**src/rtl/prefetch_pkg.sv**
```systemverilog
// Shared types and helpers for the multi-channel operand prefetch controller.
package prefetch_pkg;

  typedef enum logic [1:0] {IDLE, FETCH, RUN, FINISH} pf_state_t;

  localparam int BUS_STEP = 32;
  localparam int THR_W    = 32;

  // Threshold actually used for readiness: zero selects half the transfer (at least one word),
  // and nothing may exceed the transfer length or the channel could never become ready.
  function automatic logic [THR_W-1:0] thr_eff(input logic [THR_W-1:0] words,
                                               input logic [THR_W-1:0] thresh);
    logic [THR_W-1:0] t;
    t = thresh;
    if (t == '0) begin
      t = words >> 1;
      if (t == '0) t = THR_W'(1);
    end
    if (t > words) t = words;
    return t;
  endfunction

endpackage

```
**src/rtl/operand_channel_ctrl.sv**
```systemverilog
// One operand channel: config latch, fetch address issue, buffer write tracking, ready flag.
module operand_channel_ctrl
  import prefetch_pkg::*;
#(
  parameter int ADDR_W               = 16,
  parameter int CNT_W                = 16,
  parameter int BUFFER_ADDRESS_WIDTH = 10,
  parameter int BUS_WIDTH_BYTES      = BUS_STEP
) (
  input  logic                            clk,
  input  logic                            reset_n,
  input  logic                            load,
  input  logic                            clear,
  input  logic                            active,
  input  logic                            abort,
  input  logic [ADDR_W-1:0]               base,
  input  logic [CNT_W-1:0]                words,
  input  logic [CNT_W-1:0]                thresh,
  input  logic                            fifo_full,
  input  logic                            valid_data,
  output logic [ADDR_W-1:0]               fifo_addr,
  output logic                            fifo_incr,
  output logic [BUFFER_ADDRESS_WIDTH-1:0] buffer_addr,
  output logic                            ready
);

  logic [CNT_W-1:0]                words_reg;
  logic [CNT_W-1:0]                thr_reg;
  logic [CNT_W-1:0]                issued_reg;
  logic [CNT_W-1:0]                received_reg;
  logic [ADDR_W-1:0]               addr_reg;
  logic [BUFFER_ADDRESS_WIDTH-1:0] buf_addr_reg;
  logic                            accept_data;

  assign fifo_incr   = active & ~abort & ~fifo_full & (issued_reg < words_reg);
  assign accept_data = active & valid_data & (received_reg < words_reg);
  assign fifo_addr   = addr_reg;
  assign buffer_addr = buf_addr_reg;
  assign ready       = received_reg >= thr_reg;

  always_ff @(posedge clk or negedge reset_n) begin
    if (!reset_n) begin
      words_reg    <= '0;
      thr_reg      <= '0;
      issued_reg   <= '0;
      received_reg <= '0;
      addr_reg     <= '0;
      buf_addr_reg <= '0;
    end else if (load) begin
      words_reg    <= words;
      thr_reg      <= CNT_W'(thr_eff(THR_W'(words), THR_W'(thresh)));
      issued_reg   <= '0;
      received_reg <= '0;
      addr_reg     <= base;
      buf_addr_reg <= '0;
    end else if (clear) begin
      issued_reg   <= '0;
      received_reg <= '0;
      addr_reg     <= '0;
      buf_addr_reg <= '0;
    end else begin
      // Issue and buffer tracking are independent and may both advance in one cycle.
      if (fifo_incr) begin
        issued_reg <= issued_reg + CNT_W'(1);
        addr_reg   <= addr_reg + ADDR_W'(BUS_WIDTH_BYTES);
      end
      if (accept_data) begin
        received_reg <= received_reg + CNT_W'(1);
        buf_addr_reg <= buf_addr_reg + BUFFER_ADDRESS_WIDTH'(1);
      end
    end
  end

endmodule

```
**src/rtl/operand_prefetch_ctrl.sv**
```systemverilog
// Multi-channel operand prefetch controller: sequencing FSM plus NUM_CH channel trackers.
module operand_prefetch_ctrl
  import prefetch_pkg::*;
#(
  parameter int NUM_CH               = 2,
  parameter int ADDR_W               = 16,
  parameter int BUS_WIDTH_BYTES      = BUS_STEP,
  parameter int BUFFER_ADDRESS_WIDTH = 10,
  parameter int CNT_W                = 16
) (
  input  logic                                   clk,
  input  logic                                   reset_n,
  input  logic                                   start_i,
  input  logic                                   abort_i,
  input  logic [NUM_CH*ADDR_W-1:0]               ch_base,
  input  logic [NUM_CH*CNT_W-1:0]                ch_words,
  input  logic [NUM_CH*CNT_W-1:0]                ch_thresh,
  output logic [NUM_CH*ADDR_W-1:0]               fifo_addr,
  output logic [NUM_CH-1:0]                      fifo_incr,
  input  logic [NUM_CH-1:0]                      fifo_full,
  input  logic [NUM_CH-1:0]                      valid_data,
  output logic [NUM_CH*BUFFER_ADDRESS_WIDTH-1:0] buffer_addr,
  output logic                                   array_start,
  input  logic                                   data_done,
  output logic                                   busy,
  output logic                                   done,
  output logic                                   err
);

  pf_state_t         state_reg, state_next;
  logic              array_start_reg, array_start_next;
  logic              done_reg, done_next;
  logic              err_reg, err_next;
  logic              load, clear;
  logic [NUM_CH-1:0] ready;
  logic [NUM_CH-1:0] words_nz;

  assign busy        = (state_reg != IDLE);
  assign array_start = array_start_reg;
  assign done        = done_reg;
  assign err         = err_reg;

  always_comb begin
    state_next       = state_reg;
    array_start_next = array_start_reg;
    done_next        = 1'b0;
    err_next         = err_reg;
    load             = 1'b0;
    clear            = 1'b0;
    case (state_reg)
      IDLE: begin
        if (start_i && !abort_i) begin
          if (&words_nz) begin
            load       = 1'b1;
            err_next   = 1'b0;
            state_next = FETCH;
          end else begin
            err_next  = 1'b1;
            done_next = 1'b1;
          end
        end
      end
      FETCH: begin
        if (&ready) begin
          state_next       = RUN;
          array_start_next = 1'b1;
        end
      end
      RUN: begin
        if (data_done) begin
          state_next = FINISH;
          done_next  = 1'b1;
        end
      end
      FINISH: begin
        clear            = 1'b1;
        array_start_next = 1'b0;
        state_next       = IDLE;
      end
      default: state_next = IDLE;
    endcase
    // Abort overrides every other transition, including a simultaneous data_done.
    if (abort_i && state_reg != IDLE) begin
      state_next       = IDLE;
      array_start_next = 1'b0;
      done_next        = 1'b0;
      clear            = 1'b1;
    end
  end

  always_ff @(posedge clk or negedge reset_n) begin
    if (!reset_n) begin
      state_reg       <= IDLE;
      array_start_reg <= 1'b0;
      done_reg        <= 1'b0;
      err_reg         <= 1'b0;
    end else begin
      state_reg       <= state_next;
      array_start_reg <= array_start_next;
      done_reg        <= done_next;
      err_reg         <= err_next;
    end
  end

  generate
    for (genvar gi = 0; gi < NUM_CH; gi++) begin : g_ch
      assign words_nz[gi] = (ch_words[gi*CNT_W +: CNT_W] != '0);

      operand_channel_ctrl #(
        .ADDR_W              (ADDR_W),
        .CNT_W               (CNT_W),
        .BUFFER_ADDRESS_WIDTH(BUFFER_ADDRESS_WIDTH),
        .BUS_WIDTH_BYTES     (BUS_WIDTH_BYTES)
      ) u_ch (
        .clk        (clk),
        .reset_n    (reset_n),
        .load       (load),
        .clear      (clear),
        .active     (busy),
        .abort      (abort_i),
        .base       (ch_base[gi*ADDR_W +: ADDR_W]),
        .words      (ch_words[gi*CNT_W +: CNT_W]),
        .thresh     (ch_thresh[gi*CNT_W +: CNT_W]),
        .fifo_full  (fifo_full[gi]),
        .valid_data (valid_data[gi]),
        .fifo_addr  (fifo_addr[gi*ADDR_W +: ADDR_W]),
        .fifo_incr  (fifo_incr[gi]),
        .buffer_addr(buffer_addr[gi*BUFFER_ADDRESS_WIDTH +: BUFFER_ADDRESS_WIDTH]),
        .ready      (ready[gi])
      );
    end
  endgenerate

endmodule

```
**config.mk**
```make
export PLATFORM = sky130hd
export DESIGN_NAME = operand_prefetch_ctrl
export DESIGN_NICKNAME = d
export VERILOG_FILES = /design/src/rtl/prefetch_pkg.sv /design/src/rtl/operand_channel_ctrl.sv /design/src/rtl/operand_prefetch_ctrl.sv
export SDC_FILE = /design/constraint.sdc
export NUM_CORES = 1
export LEC_CHECK = 0
export ABC_CLOCK_PERIOD_IN_PS = 3430
export BUFFER_PORTS_ARGS = -buffer_cell sky130_fd_sc_hd__buf_2
export CAP_MARGIN = 20
export CORE_ASPECT_RATIO = 0.75
export CORE_MARGIN = 2
export CORE_UTILIZATION = 45
export CTS_CLUSTER_SIZE = 30
export DETAILED_ROUTE_END_ITERATION = 12
export GPL_TIMING_DRIVEN = 0
export SYNTH_ARGS = -nofsm -noshare
export SYNTH_HDL_FRONTEND = slang
export SYNTH_SLANG_ARGS = --single-unit
export TNS_END_PERCENT = 10
```
**constraint.sdc**
```tcl
create_clock -name clk -period 3.43 [get_ports clk]
set_input_delay 0 -clock clk [delete_from_list [all_inputs] [get_ports clk]]
set_output_delay 0 -clock clk [all_outputs]
set_load 0.005 [all_outputs]
```
==> impl_metrics.toml <==
[critical_path]
crit_family = "buffers and inverters"
critPathLaunchType = "register"
reg2reg_depth = 8
cp.depth = 8
crit_path_max_incr_delay_ns = 0.84
critPathMaxFanout = 10
crit_type = "register to register"
critical_path.slowest_cell = "o31ai_1"
end_kind = "register"
path_cells = "inv_1 > ha_1 > buf_6 > nand2_1 > o31ai_1 > buf_2 > buf_1 > a21oi_1"
cp_num_buf_inv = 4
required_ns = 3.72
worst_ep_arrival_time_ns = 3.47

[logic_synthesis]
synth.distinct_cells = 70
ys_top_cells_by_count = "dfrtp_1 (185), nand2_1 (180), ha_1 (136), inv_1 (110), nor2_1 (89)"
synth_flop_cell = "dfrtp_1"
async_reset_ff_frac = 1.00
syn_inst = 1416
yosysSeqAreaShare = 0.375
synth_nets = 1657
synth_area_leaders = "dfrtp_1 (37%), ha_1 (14%), nand2_1 (5.5%), inv_1 (3.3%), o21ai_0 (3.2%)"
syn_area_per_cell_sq_um = 8.72
yosys.area.top_type_share = 0.375
synth_top_area_cell = "dfrtp_1"
ys_ff_latch = 185
yosysMostFrequentCell = "dfrtp_1"
synth_edf_count = 0
synth_warnings = 0
syn-cell-area_sq_um = 12400

[timing]
finClkSkew_ns = 0.0142
hold_viol = 0
max-slew-margin-rel = 0.301
whs_ns = 0.0161
fin_setup_tns_ns = 0
drv_slew = 0
worst_pin_slew_ns = 1.04
layout_min_cycle_time_ns = 3.18
rsz0062_at_grt = "yes"
finalSetupViolCount = 0
final.period_utilization = 0.928
max_freq_mhz = 314

[floorplan]
io_pins = 163
die_h_microns = 147
die_area_sq_um = 28800
core_sq_um = 27000
num_rows = 52
die_x_microns = 195
initial_core_util = 0.458

[power_and_ir_drop]
power_density_nw_per_um2 = 562
p_leak_nw = 7.24
peakVddDrop_uv = 420
finalPower_mw = 8.45

[clocking]
clock_path_buffers = 2
numCtsBuffers = 17
clock_latency_ns = 0.45
cts_sinks = 185
cts.reportedPaths.clkPinSlew_ns = 0.07
postCtsSetupBuffers = 0
cts_root_buf = "clkbuf_16"
h-tree-depth = 4
tritoncts = "done"

[drt]
dr.pass1.iters = 5
drcViolationCount = 0
routed_via_density = 5.65
post_drt_wl_per_cell_microns = 18.4
wl_met3_microns = 2590
initialDrtViolationCount = 852
dr_wl_met2_microns = 14800
wl_microns = 37600
postRouteAntennaNets = 0
dr_total_vias = 11500
wl_met1_microns = 19500
top_layer = "met4"

[grt]
first_global_vias = 10800
gr-total-overflow = 0
antenna_found_initial = 1
grt_max_degree = 69
grt_pass1_wl_microns = 60000
track_usage = 0.267

[placed_design]
dp_hpwl_microns = 29200
port_buffers = 162
place.gp.congestion = 0.858

[final_layout]
fin_nets = 1917
antennaDiodeCount = 0
area_delta_synth_final_pct = 21.6
layout-drive-gt1-share = 0.149

[hold_path]
holdPathStages = 4
hold_class = "input pin to register"

[job]
maxCapViolCount = 0

[run_status]
status = "finished, final reports clean"
worst reg2reg max path: cells and delay by family, from the launching register on:
family | cells | cell delay (ns)
simple gates | 1 | 0.09
fa+ha+maj | 1 | 0.19
buf+inv | 4 | 1.41
flops | 1 | 0.40
compound gates | 2 | 0.93
metrics by stage:
stage,util,cells,area [sq um],setup slack [ns]
after floorplan,-,1416,12400,0.478
after global placement,0.504,1929,13600,-0.886
after detailed placement,0.506,1931,13700,-0.280
after CTS,0.556,2039,15000,0.0405
after global routing,0.556,2039,15000,-0.0251
final,0.556,2039,15000,0.249
what timing repair did:
item | in CTS | in global routing
endpoints found under the setup margin | 0 | 32
endpoints found under the hold margin | 204 | 0
gates resized for setup | 0 | 10
hold buffers | 77 | 0
kinds of logic (layout without fill, tap and decap cells):
group | count (synthesis) | in the layout | share of synthesized area
simple gates | 534 | 534 | 0.211
xor+xnor | 62 | 62 | 0.0440
buf+inv | 175 | 447 | 0.0569
compound gates | 312 | 312 | 0.166
fa+ha+maj | 136 | 136 | 0.138
flops | 185 | 185 | 0.375
mux | 12 | 12 | 0.00983
power by group:
group	leakage [nW]	internal [mW]	total, mW	switching [mW]
Combinational	4.51	1.24	3.35	2.11
Clock	0.277	1.08	2.00	0.925
Sequential	2.45	2.73	3.10	0.367
path summary, 6_finish.rpt:
check                                         startpoint                     endpoint  slack [ns]
worst max-delay path                        state_reg[1]  g_ch[0].u_ch.buffer_addr[1]        0.25
worst min-delay path                             start_i                          err        0.02
max in group asynchronous                        reset_n     g_ch[1].u_ch.thr_reg[14]        2.32
worst min register to register  g_ch[1].u_ch.thr_reg[12]     g_ch[1].u_ch.thr_reg[12]        0.49
worst max register to register              state_reg[1]  g_ch[0].u_ch.buffer_addr[1]        0.25
min in group asynchronous                        reset_n  g_ch[0].u_ch.buffer_addr[5]        0.07
cell usage in the layout (no fill, tap or decap), drive strengths merged, types with 3 or more instances in the layout:
cell type and count:
buf 190, dfrtp 185, nand2 180, ha 136
inv 114, nor2 94, o21ai 80, dlygate4sd3 77
a21oi 76, nand3 68, clkbuf 56, nor3 44
xnor2 43, a21o 39, nand4 33, nor4 32
o31ai 29, xor2 19, and3 16, or3 15
o221ai 15, o21ba 14, nand2b 11, mux2i 11
o21a 10, or4 10, a211oi 10, and4 8
a31oi 7, nor2b 6, nor3b 6, clkinv 6
o2111ai 3, a221oi 3, o211ai 3, a211o 3
nor4b 3, and2 3
layer usage:
| layer | vias to the layer above | global-route usage |
|---|---|---|
| met1 | 5509 | 0.423 |
| li1 | 5570 | - |
| met5 | - | 0 |
| met2 | 408 | 0.368 |
| met4 | 0 | 0.0721 |
| met3 | 40 | 0.0472 |
area by class of cell:
class	count	area, sq um
plain buffers	64	293
clock buffers	18	429
clock inverters	13	146
fillers	2507	12000
inverters	111	417
multi-input cells	1056	7030
flip-flops and latches	185	4630
well taps	351	439
repair buffers	241	1650
No activity file was read; power rests on OpenSTA's default activity.
